File: config.mk
export PLATFORM = sky130hd
export DESIGN_NAME = uart_tx_frame
export DESIGN_NICKNAME = d
export VERILOG_FILES = /design/src/rtl/uart_tx_frame.sv
export SDC_FILE = /design/constraint.sdc
export NUM_CORES = 1
export LEC_CHECK = 0
export ABC_AREA = 1
export BUFFER_PORTS_ARGS = -buffer_cell sky130_fd_sc_hd__buf_2
export CAP_MARGIN = 10
export CORE_MARGIN = 1.5
export CORE_UTILIZATION = 45
export CTS_CLUSTER_DIAMETER = 80
export CTS_CLUSTER_SIZE = 28
export DETAILED_ROUTE_END_ITERATION = 16
export HOLD_SLACK_MARGIN = 0.02
export PLACE_DENSITY = 0.67
export RECOVER_POWER = 100
export SLEW_MARGIN = 15
export SYNTH_ARGS = -nofsm -noshare
export SYNTH_HDL_FRONTEND = slang
export SYNTH_SLANG_ARGS = --single-unit
export TNS_END_PERCENT = 50
File: constraint.sdc
create_clock -name i_clk -period 1.68 [get_ports i_clk]
set_input_delay 0.168 -clock i_clk [delete_from_list [all_inputs] [get_ports i_clk]]
set_output_delay 0.168 -clock i_clk [all_outputs]
set_load 0.01 [all_outputs]
File: src/rtl/uart_tx_frame.sv
// -----------------------------------------------------------------------------
// uart_tx_frame
//
// UART frame serialiser running on the divided TX bit clock (one i_clk cycle
// is one bit period). A byte presented with a single-cycle strobe while idle
// is sent as: start bit (0), DATA_WIDTH data bits LSB first, an optional
// parity bit, and one stop bit (1). Strobes that arrive mid-frame are dropped.
//
// Parameters
//   DATA_WIDTH    data bits per frame (5..9)
//
// Ports
//   i_clk         TX bit clock
//   i_rst_n       synchronous, active-low reset
//   i_p_data      parallel data to transmit
//   i_data_valid  single-cycle strobe qualifying i_p_data
//   i_par_en      1 = append a parity bit
//   i_par_typ     0 = even parity, 1 = odd parity
//   o_tx_out      serial line, idles high (registered)
//   o_busy        high while a frame is on the line (registered)
// -----------------------------------------------------------------------------
module uart_tx_frame #(
    parameter int DATA_WIDTH = 8
) (
    input  logic                  i_clk,
    input  logic                  i_rst_n,
    input  logic [DATA_WIDTH-1:0] i_p_data,
    input  logic                  i_data_valid,
    input  logic                  i_par_en,
    input  logic                  i_par_typ,
    output logic                  o_tx_out,
    output logic                  o_busy
);

    localparam int CNT_W = $clog2(DATA_WIDTH);
    localparam logic [CNT_W-1:0] LAST_BIT = CNT_W'(DATA_WIDTH - 1);

    typedef enum logic [2:0] {
        IDLE,
        START,
        DATA,
        PARITY,
        STOP
    } state_t;

    state_t                  state_reg,   state_next;
    logic [DATA_WIDTH-1:0]   shift_reg,   shift_next;
    logic [CNT_W-1:0]        cnt_reg,     cnt_next;
    logic                    par_en_reg,  par_en_next;
    logic                    par_bit_reg, par_bit_next;
    logic                    tx_reg,      tx_next;
    logic                    busy_reg,    busy_next;

    // Parity is computed from the input word at acceptance, so later changes
    // on i_p_data / i_par_typ cannot affect the frame. Seeding the XOR chain
    // with i_par_typ turns even parity into odd parity.
    logic [DATA_WIDTH:0] par_chain;
    assign par_chain[0] = i_par_typ;

    generate
        for (genvar gi = 0; gi < DATA_WIDTH; gi++) begin : g_par_chain
            assign par_chain[gi+1] = par_chain[gi] ^ i_p_data[gi];
        end
    endgenerate

    // State and output registers
    always_ff @(posedge i_clk) begin
        if (!i_rst_n) begin
            state_reg   <= IDLE;
            shift_reg   <= '0;
            cnt_reg     <= '0;
            par_en_reg  <= 1'b0;
            par_bit_reg <= 1'b0;
            tx_reg      <= 1'b1;
            busy_reg    <= 1'b0;
        end else begin
            state_reg   <= state_next;
            shift_reg   <= shift_next;
            cnt_reg     <= cnt_next;
            par_en_reg  <= par_en_next;
            par_bit_reg <= par_bit_next;
            tx_reg      <= tx_next;
            busy_reg    <= busy_next;
        end
    end

    // Next-state logic. tx_next/busy_next describe the line during the state
    // being entered, which keeps both outputs registered with no extra
    // cycle of latency.
    always_comb begin
        state_next   = state_reg;
        shift_next   = shift_reg;
        cnt_next     = cnt_reg;
        par_en_next  = par_en_reg;
        par_bit_next = par_bit_reg;
        tx_next      = 1'b1;
        busy_next    = 1'b1;

        case (state_reg)
            IDLE: begin
                busy_next = 1'b0;
                if (i_data_valid) begin
                    state_next   = START;
                    shift_next   = i_p_data;
                    par_en_next  = i_par_en;
                    par_bit_next = par_chain[DATA_WIDTH];
                    tx_next      = 1'b0;
                    busy_next    = 1'b1;
                end
            end

            START: begin
                state_next = DATA;
                cnt_next   = '0;
                tx_next    = shift_reg[0];
                shift_next = shift_reg >> 1;
            end

            DATA: begin
                if (cnt_reg == LAST_BIT) begin
                    if (par_en_reg) begin
                        state_next = PARITY;
                        tx_next    = par_bit_reg;
                    end else begin
                        state_next = STOP;
                        tx_next    = 1'b1;
                    end
                end else begin
                    // shift_reg[0] already holds bit cnt_reg+1
                    cnt_next   = cnt_reg + 1'b1;
                    tx_next    = shift_reg[0];
                    shift_next = shift_reg >> 1;
                end
            end

            PARITY: begin
                state_next = STOP;
                tx_next    = 1'b1;
            end

            STOP: begin
                state_next = IDLE;
                tx_next    = 1'b1;
                busy_next  = 1'b0;
            end

            default: begin
                state_next = IDLE;
                tx_next    = 1'b1;
                busy_next  = 1'b0;
            end
        endcase
    end

    assign o_tx_out = tx_reg;
    assign o_busy   = busy_reg;

endmodule
; ---- Word-level counts from Yosys, hierarchy flattened
; Cells that the tools add are included.
[totals]
register_bits = 18
in_bits = 13
out_inout_bits = 2
wordCells = 46
[classes]
addsub = 1
n_eq_ne = 7
muxes = 15
bitwise_logic = 8
n_reduce_logical = 8
[ops]
columns = operator, n
row1 = case mux 8 bit (3 select lines), 1
row2 = two-way mux 8 bit, 2
row3 = two-way mux 3 bit, 4
row4 = case mux 3 bit (4 select lines), 1
row5 = XOR 1 bit, 8
row6 = "== test 3 x 2 -> 1 bit, second input constant", 2
row7 = "!= test 2 bit, second input constant", 3
row8 = case mux 3 bit (2 select lines), 1
row9 = AND reduction 2 bit, 3
row10 = two-way mux 1 bit, 4
row11 = "adder 3 x 1 -> 3 bit, second input constant", 1
row12 = "== test 3 x 1 -> 1 bit, second input constant", 1
row13 = "== test 3 bit, second input constant", 1
row14 = logical NOT 3 bit, 1
row15 = case mux 1 bit (3 select lines), 1
row16 = AND reduction 3 bit, 1
row17 = nonzero test 3 bit, 1
row18 = OR reduction 3 bit, 1
row19 = case mux 1 bit (2 select lines), 1
row20 = nonzero test 2 bit, 1

; ---- Logic depth before layout (Yosys ltp)
; Gate-level depths: netlist (run 1).
[depth]
word_depth = 8
depth_mapped = 11
ltp_nobuf = 11

; ---- Worst setup path after synthesis (run 1)
; Ideal clock, no wire load.
[synth_path]
path_type = flip-flop to flip-flop
startpoint = register cnt_reg[0]
endpoint = register cnt_reg[0]
setup_time_ns = 0.116
arrival_ns = 1.135
required_ns = 1.564
path_slack_ns = 0.429
path_stages_with_launch = 8
path_buffers = 0
period_less_slack_ns = 1.251
path_cell_list = dfxtp_1 -> ha_1 -> ha_1 -> inv_1 -> nand2_1 -> nand2_1 -> o21ai_0 -> o211a_1
[synth_between]
elab_chain_cells = 3
word_cells_on_any_way = 6
classes_between = 1 x add/sub / 2 x eq/ne / 2 x mux / 1 x reduce/logical
[synth_lines]
columns = element, line
row1 = "start, declared", 48  ; logic [CNT_W-1:0] cnt_reg, cnt_next;
row2 = "start signal, assigned", 79  ; cnt_reg <= cnt_next;
row3 = adder 3 x 1 -> 3 bit or == test 3 bit (tied branches), "130, 120"
row4 = two-way mux 3 bit or != test 2 bit (tied branches), --
row5 = case mux 3 bit (2 select lines) or AND reduction 2 bit (tied branches), --
; Several ways; a longest one is shown, not always the timed one. The select of a mux whose other input is x is not followed.
; A chain may end at the register's enable or synchronous reset.

; ---- Final worst setup path (run 1)
[layout_path]
startpoint = register state_reg[0]
endpoint = register shift_reg[3]
[layout_between]
elab_chain_cells = 3
word_cells_on_any_way = 8
classes_between = 4 x eq/ne / 1 x mux / 3 x reduce/logical
[layout_lines]
columns = element, line
row1 = "start, declared", 46  ; state_t state_reg, state_next;
row2 = "start signal, assigned", 77  ; state_reg <= state_next;
row3 = == test 3 x 2 -> 1 bit (tied with other cells), 99  ; case (state_reg)
row4 = != test 2 bit (no line) or nonzero test 3 bit (tied branches), --
row5 = AND reduction 3 bit (no line), --
row6 = "end signal, assigned", 78  ; shift_reg <= shift_next;
row7 = "end, declared", 47  ; logic [DATA_WIDTH-1:0] shift_reg, shift_next;
; Several ways; a longest one is shown, not always the timed one.

==> flow_summary_export.csv, run 1 <==
group,metric,value,unit
status,status,"finished clean",
clock_network,cts.clk_slew.worst_paths,0.10,ns
grt,grt_start_max_net_pins,16,
drt,drt_iter0_drc,27,
layout,design_area,0.00106,mm2
drt,routed_wl,1.94,mm
logic_synthesis,async_reset_ff_share,0,%
min_path,worst_hold_path_type,"input pin to register",
clock_network,cts-buffers-inserted,3,
logic_synthesis,synth_xor_area_share,0.925,%
setup_path,cp-end-kind,"register",
timing,worst_clock_skew,0.00710,ns
power,power.leakage,0.525,nW
floorplanning,coreArea,0.00198,mm2
drt,wl_met3,74,um
logic_synthesis,netlist_top_cells_count,"38 x nand2_1, 18 x dfxtp_1, 18 x inv_1",
drt,ant_nets,0,
logic_synthesis,synth-edff-count,0,
timing,rsz0062_at_grt,"no",
logic_synthesis,synthesis.area,947,um2
power,finalPower,1.30,mW
floorplanning,fp-row-count,16,
drt,via_count,894,
logic_synthesis,synth_largest_area_cell,"dfxtp_1",
layout,fin_cells,181,
drt,wl_per_cell,10.7,um
logic_synthesis,ys_top_cells_by_area,"dfxtp_1 38%, nand2_1 15%, inv_1 7.1%, nand3_1 6.9%, o21ai_0 6.9%",
timing,fin_crit_sh,89.2,%
clock_network,post-cts-setup-buffers,0,
timing,slew_viol_final,0,
drt,first_pass_iters,5,
grt,grt.overflow.total,0,
setup_path,path_cells,"nor2_2 -> nand2_1 -> nor2_1 -> nor2_2 -> inv_2 -> nand2_4 -> nand2_1 -> a21oi_1",
power,ir_drop,0.000692,V
layout,layout.nets,170,
drt,top_layer_used,"met4",
drt,dr_wl_met2,858,um
floorplanning,num_io_pins,15,
timing,setup_violations,0,
layout,nFillCells,195,
clock_network,clock_latency,0.29,ns
logic_synthesis,syn_nets,153,
grt,grt_pass1_vias,806,
setup_path,worstPathRequired,1.85,ns
placed_design,placed_cells,177,
timing,fmax,667,MHz
logic_synthesis,yosysWarningCount,0,
logic_synthesis,synth_top_family_by_area,"simple AND/OR/NAND/NOR gates",
clock_network,cts_tree,"yes",
layout,antenna_cells,0,
setup_path,arrival,1.67,ns
placed_design,place_area,0.00104,mm2
grt,grt_usage,17.8,%
timing,period_minus_slack,1.50,ns
logic_synthesis,synth_cell_types,23,
logic_synthesis,synth_mux_area_share,0,%
timing,hold_viol_final,0,
timing,setup_ws,0.182,ns
setup_path,cp_slowest_cell,"dfxtp_1",
clock_network,hold_buffers,0,
drt,via_per_inst,4.94,
clock_network,cts_buffer_depth,2,
layout,largest_register_ff_count,8,
logic_synthesis,synth.most_common_cell,"nand2_1",
timing,final.setup.tns,0,ns
timing,max_slew_margin,76.6,%
setup_path,slowest_delay,0.35,ns
layout,area_delta_synth_final,12.2,%
logic_synthesis,syn_area_per_cell,6.86,um2
setup_path,path_class,"register to register",
clock_network,cts_resized,0,
clock_network,cts.sinks,18,
logic_synthesis,synth-main-ff-cell,"dfxtp_1",
placed_design,portBuffers,14,
grt,grt_pass1_wl,3.38,mm
timing,whs,0.144,ns
floorplanning,start_util,47.8,%
placed_design,place_hpwl,1.47,mm
clock_network,clockRootBuffer,"clkbuf_4",
floorplanning,dieArea,0.00239,mm2
placed_design,routabilityCongestion,0.760,
logic_synthesis,ys_ff_latch,18,
flow_run,drv_cap,0,
setup_path,crit_path_start_kind,"register",
floorplanning,dieHeight,48.9,um
floorplanning,die-width,48.9,um
logic_synthesis,yosys.area_share.simple,32.6,%
layout,drive_gt1_share,15.6,%
logic_synthesis,ys_seq_area_share,38.0,%
grt,antenna_found_initial,0,
timing,worst_pin_slew,0.349,ns
layout,final_util,53.6,%
logic_synthesis,syn_inst,138,
power,power.density,1220,mW/mm2
clock_network,cts-htree-levels,1,
drt,drc,0,
logic_synthesis,synth-compound-area-share,16.6,%
logic_synthesis,synthAdderAreaFrac,2.64,%
logic_synthesis,synth_top_area_share,38.0,%
drt,drt-met1-wl,1.00,mm
placed_design,place_ws,0.244,ns
setup_path,crit_fanout,10,
-- critical path, delay by kind of cell (launching register included) --
| kind | cells | cell delay, ns |
|---|---|---|
| buffers and inverters | 1 | 0.16 |
| flip-flops | 1 | 0.35 |
| AND/OR/NAND/NOR | 6 | 0.80 |
| AO/OA/AOI/OAI | 1 | 0.06 |
-- power breakdown --
part	switching [mW]	internal, mW	leakage [nW]	total [mW]
Sequential	0.0542	0.526	0.148	0.581
Clock	0.132	0.132	0.0210	0.264
Combinational	0.295	0.161	0.356	0.456
-- path summary, 6_finish.rpt --
kind	end	cells after the start	slack, ns	start
worst max-delay path	shift_reg[3]$_SDFFE_PN0P_	8	0.18	state_reg[0]$_SDFFE_PN0P_
worst min-delay path	par_en_reg$_SDFFE_PN0P_	3	0.14	i_par_en
worst max register to register	shift_reg[3]$_SDFFE_PN0P_	8	0.18	state_reg[0]$_SDFFE_PN0P_
worst min register to register	shift_reg[2]$_SDFFE_PN0P_	2	0.47	shift_reg[2]$_SDFFE_PN0P_
-- kinds of logic (layout without fill, tap and decap cells) --
family | count (synthesis) | in the layout
XOR/XNOR | 1 | 1
adder cells (fa/ha/maj) | 2 | 2
flip-flops | 18 | 18
AO/OA/AOI/OAI | 28 | 28
buffers and inverters | 21 | 37
AND/OR/NAND/NOR | 68 | 68
-- layout by cell type, fill, tap and decap left out --
master / count
a21oi_1: 11
buf_2: 12
clkbuf_1: 2
clkbuf_4: 3
clkbuf_8: 1
dfxtp_1: 18
ha_1: 2
inv_1: 18
inv_2: 1
nand2_1: 38
nand2_2: 3
nand2_4: 1
nand3_1: 13
nand3b_1: 1
nor2_1: 6
nor2_2: 2
nor3_1: 3
nor4_1: 1
o2111ai_1: 1
o211a_1: 1
o21a_1: 1
o21ai_0: 13
o221a_2: 1
xor2_1: 1
-- metal layers --
layer | vias to the layer above | global-route usage [%]
met1 | 395 | 25.0
met2 | 15 | 27.2
met5 | - | 0
met4 | 0 | 5.71
li1 | 482 | -
met3 | 2 | 3.68
-- cell type report --
cell class | count | area, um2 | area share (%)
multi-input combinational | 99 | 493 | 46.4
tap | 27 | 33.8 | 3.18
sequential | 18 | 360 | 33.9
clock buffer | 4 | 36.3 | 3.42
inverter | 19 | 71.3 | 6.71
timing repair buffer | 14 | 67.6 | 6.36
No activity file was read; power rests on OpenSTA's default activity.
==> run 2: changes to the inputs <==
CTS_BUF_LIST = sky130_fd_sc_hd__clkbuf_8 sky130_fd_sc_hd__clkbuf_16   (was unset)
==> flow_summary_export.csv, run 2 (synthesis gave the netlist of run 1 again) <==
group,metric,value,unit
status,status,"finished clean",
clock_network,cts.clk_slew.worst_paths,0.07,ns
floorplanning,dieHeight,48.9,um
grt,grt_pass1_wl,3.38,mm
layout,final_common_cell,"nand2_1",
drt,first_pass_iters,4,
clock_network,post-cts-setup-buffers,0,
grt,antenna_found_initial,0,
power,power.density,1280,mW/mm2
timing,period_minus_slack,1.50,ns
layout,mostFrequentLayoutCells,"38 x nand2_1, 18 x inv_1, 18 x dfxtp_1",
clock_network,hold_buffers,0,
setup_path,cp-end-kind,"register",
clock_network,cts-buffers-inserted,3,
drt,ant_nets,0,
setup_path,rr_startpoint,"state_reg[0]$_SDFFE_PN0P_",
timing,setup_violations,0,
clock_network,clockRootBuffer,"clkbuf_8",
power,finalPower,1.39,mW
floorplanning,start_util,47.8,%
setup_path,arrival,1.62,ns
clock_network,cts_buffer_depth,2,
min_path,hold_path_depth,3,
setup_path,crit_path_start_kind,"register",
timing,fin_crit_sh,89.5,%
layout,fin_cells,181,
power,p_sw,0.492,mW
timing,worst_pin_slew,0.328,ns
placed_design,placed_cells,177,
drt,top_layer_used,"met4",
floorplanning,coreArea,0.00198,mm2
drt,via_per_inst,4.97,
setup_path,crit_fanout,15,
layout,drive_gt1_share,15.6,%
setup_path,startpoint,"state_reg[0]$_SDFFE_PN0P_",
flow_run,drv_cap,0,
power,p_clk_share,24.7,%
timing,worst_clock_skew,0.00356,ns
grt,grt_pass1_vias,803,
floorplanning,dieArea,0.00239,mm2
drt,wl_per_cell,10.8,um
setup_path,r2r_cells,8,
layout,area_delta_synth_final,14.7,%
layout,antenna_cells,0,
floorplanning,die-width,48.9,um
layout,layout.nets,170,
drt,drt-met1-wl,989,um
power,power_frac_seq,41.7,%
clock_network,clock_latency,0.25,ns
timing,slew_viol_final,0,
power,ir_drop,0.000670,V
timing,max_slew_margin,78.1,%
timing,fmax,665,MHz
power,power.leakage,0.533,nW
timing,rsz0062_at_grt,"no",
drt,drt_iter0_drc,27,
power,pwr-share-comb,33.5,%
clock_network,cts_resized,0,
layout,largest_register_ff_count,8,
timing,setup_ws,0.176,ns
drt,drc,0,
layout,nFillCells,193,
placed_design,place_hpwl,1.47,mm
power,sw_frac_of_total,35.4,%
placed_design,routabilityCongestion,0.760,
grt,grt_start_max_net_pins,16,
clock_network,cts-htree-levels,1,
min_path,hp-start,"i_par_en",
timing,final.setup.tns,0,ns
drt,wl_met3,92,um
grt,grt.overflow.total,0,
drt,routed_wl,1.96,mm
timing,whs,0.197,ns
power,p_int,0.897,mW
floorplanning,fp-row-count,16,
placed_design,place_ws,0.244,ns
min_path,worst_hold_path_type,"input pin to register",
placed_design,portBuffers,14,
clock_network,cts.sinks,18,
drt,via_count,899,
timing,hold_viol_final,0,
drt,dr_wl_met2,868,um
floorplanning,num_io_pins,15,
grt,grt_usage,17.6,%
setup_path,worstPathRequired,1.80,ns
setup_path,path_class,"register to register",
clock_network,cts_tree,"yes",
-- run 2: cell types whose count changed in the layout (fill, tap and decap cells not counted) --
cell      delta
clkbuf_8     +3
clkbuf_4     -3
nor2_2       -1
nor2_4       +1
-- run 2: path summary, 6_finish.rpt --
path,endpoint,slack [ns]
worst min-delay path,par_en_reg$_SDFFE_PN0P_,0.20
worst min register to register,shift_reg[2]$_SDFFE_PN0P_,0.47
worst max register to register,shift_reg[1]$_SDFFE_PN0P_,0.18
worst max-delay path,shift_reg[1]$_SDFFE_PN0P_,0.18
-- run 2: per-layer routing --
metal  global-route usage [%]  vias to the layer above
li1                         -                      480
met3                     3.68                        2
met4                     4.29                        0
met2                     27.2                       21
met5                        0                        -
met1                     25.1                      396
-- run 2: layout make-up --
class                           count  area [um2]  share of cell area, %
Inverter                           19        71.3                   6.57
Multi-Input combinational cell     99         498                   45.9
Clock buffer                        4        55.1                   5.07
Tap cell                           27        33.8                   3.11
Timing Repair Buffer               14        67.6                   6.22
Sequential cell                    18         360                   33.2
-- run 2: power groups by stage --
| stage | sequential [mW] | combinational (mW) | clock (mW) |
|---|---|---|---|
| 2_1_floorplan | 0.584 | 0.378 | 0 |
| 3_3_place_gp | 0.586 | 0.456 | 0 |
| 3_5_place_dp | 0.590 | 0.468 | 0 |
| 4_1_cts | 0.581 | 0.470 | 0.352 |
| 5_1_grt | 0.596 | 0.532 | 0.376 |
| 6_report | 0.580 | 0.466 | 0.343 |
-- run 2: worst max-delay path, stage by stage (launching register included) --
cell     delay, ns
dfxtp_1       0.33
nor2_1        0.20
nand2_2       0.13
nand2_2       0.24
nor2_2        0.07
inv_2         0.16
nand2_4       0.11
nand2_1       0.07
a21oi_1       0.06
-- run 2: stage by stage --
step / util [%] / instance area [um2]
detailed placement: 52.3 / 1040
finish: 54.8 / 1090
floorplan: - / 947
global route: 54.8 / 1090
CTS: 55.1 / 1090
global placement: 52.3 / 1040
==> run 3: changes to the inputs <==
PLACE_DENSITY = 0.66   (was 0.67)
==> flow_summary_export.csv, run 3 (synthesis gave the netlist of run 1 again) <==
group,metric,value,unit
floorplanning,die-width,48.9,um
clock_network,cts-buffers-inserted,3,
grt,grt_pass1_wl,3.44,mm
setup_path,cp_slowest_cell,"dfxtp_1",
clock_network,cts.clk_slew.worst_paths,0.07,ns
timing,fmax,666,MHz
grt,grt_usage,18.4,%
power,ir_drop,0.000650,V
layout,mostFrequentLayoutCells,"38 x nand2_1, 18 x inv_1, 18 x dfxtp_1",
setup_path,crit_fanout,15,
setup_path,cp_top_family,"simple AND/OR/NAND/NOR gates",
clock_network,clock_latency,0.25,ns
layout,antenna_cells,0,
timing,setup_violations,0,
drt,drc,0,
grt,antenna_found_initial,0,
drt,wl_per_cell,10.8,um
drt,routed_wl,1.95,mm
grt,grt_pass1_vias,837,
layout,final_common_cell,"nand2_1",
clock_network,hold_buffers,0,
floorplanning,fp-row-count,16,
drt,via_per_inst,4.98,
layout,area_delta_synth_final,14.9,%
power,power.leakage,0.534,nW
layout,largest_register_ff_count,8,
clock_network,cts_tree,"yes",
clock_network,clockRootBuffer,"clkbuf_8",
timing,hold_viol_final,0,
clock_network,post-cts-setup-buffers,0,
setup_path,worstPathRequired,1.86,ns
min_path,worst_hold_path_type,"input pin to register",
placed_design,routabilityCongestion,0.770,
drt,via_count,901,
setup_path,slowest_delay,0.39,ns
timing,final.setup.tns,0,ns
clock_network,cts_resized,0,
grt,grt_start_max_net_pins,16,
floorplanning,dieHeight,48.9,um
setup_path,rr_startpoint,"state_reg[1]$_SDFFE_PN0P_",
setup_path,arrival,1.68,ns
clock_network,cts.sinks,18,
setup_path,r2r_setup_slack,0.18,ns
status,status,"finished clean",
flow_run,drv_cap,0,
floorplanning,start_util,47.8,%
timing,worst_pin_slew,0.354,ns
min_path,hp-start,"i_rst_n",
setup_path,cp-end-kind,"register",
drt,first_pass_iters,4,
layout,drive_gt1_share,16.2,%
floorplanning,num_io_pins,15,
setup_path,startpoint,"state_reg[1]$_SDFFE_PN0P_",
timing,max_slew_margin,76.4,%
layout,layout.nets,170,
setup_path,crit_path_start_kind,"register",
timing,worst_clock_skew,0.00153,ns
timing,period_minus_slack,1.50,ns
drt,drt_iter0_drc,12,
layout,final_util,54.9,%
timing,fin_crit_sh,89.3,%
power,power.density,1290,mW/mm2
placed_design,portBuffers,14,
timing,whs,0.197,ns
clock_network,cts-htree-levels,1,
setup_path,cp_num_buf_inv,2,
placed_design,place_hpwl,1.44,mm
timing,slew_viol_final,0,
clock_network,cts_buffer_depth,2,
drt,ant_nets,0,
timing,rsz0062_at_grt,"no",
setup_path,path_class,"register to register",
grt,grt.overflow.total,0,
floorplanning,dieArea,0.00239,mm2
floorplanning,coreArea,0.00198,mm2
setup_path,path_cells,"inv_1 -> nand3b_1 -> nand2_2 -> nor2_2 -> inv_2 -> nand2_4 -> nand2_1 -> a21oi_1",
==> run 3: cell counts in the layout (fill, tap and decap cells not counted) <==
Identical to the previous run, type by type.
==> run 3: worst reg2reg max path, delay by kind of cell (launching register included) <==
| family | cells | cell delay [ns] |
|---|---|---|
| simple gates | 5 | 0.70 |
| flops | 1 | 0.39 |
| compound gates | 1 | 0.15 |
| buf+inv | 2 | 0.20 |
==> run 3: path summary, 6_finish.rpt <==
| kind | end | depth (start not counted) |
|---|---|---|
| worst min register to register | shift_reg[5]$_SDFFE_PN0P_ | 2 |
| worst max-delay path | shift_reg[1]$_SDFFE_PN0P_ | 8 |
| worst max register to register | shift_reg[1]$_SDFFE_PN0P_ | 8 |
| worst min-delay path | o_tx_out$_SDFF_PN1_ | 2 |
==> run 3: area by class of cell <==
| type | count | area [um2] |
|---|---|---|
| Fill cell | 199 | 893 |
| Multi-Input combinational cell | 99 | 500 |
| Sequential cell | 18 | 360 |
| Inverter | 19 | 71.3 |
| Timing Repair Buffer | 14 | 67.6 |
| Clock buffer | 4 | 55.1 |
| Tap cell | 27 | 33.8 |
==> run 3: power by group <==
| part | total [mW] | switching, mW | leakage (nW) | internal (mW) |
|---|---|---|---|---|
| clock network | 0.351 | 0.143 | 0.0288 | 0.208 |
| logic | 0.467 | 0.304 | 0.357 | 0.163 |
| registers | 0.583 | 0.0553 | 0.148 | 0.527 |
| total | 1.40 | 0.502 | 0.534 | 0.899 |
==> run 3: routing by layer <==
layer / up-vias / track usage, % / part of all wire [%]
li1: 483 / - / -
met1: 395 / 23.5 / 50
met2: 19 / 28.8 / 43
met3: 4 / 3.68 / 4.7
met4: 0 / 10.5 / 2.4
met5: - / 0 / 0
==> run 3: stage by stage <==
| stage | std cells | power, mW | setup slack (ns) | area (um2) |
|---|---|---|---|---|
| detailed placement | 177 | 1.06 | 0.241 | 1040 |
| global route | 181 | 1.51 | 0.0444 | 1090 |
| global placement | 177 | 1.04 | 0.259 | 1040 |
| floorplan | 138 | 0.962 | 0.429 | 947 |
| finish | 181 | 1.40 | 0.179 | 1090 |
| CTS | 181 | 1.41 | 0.195 | 1090 |
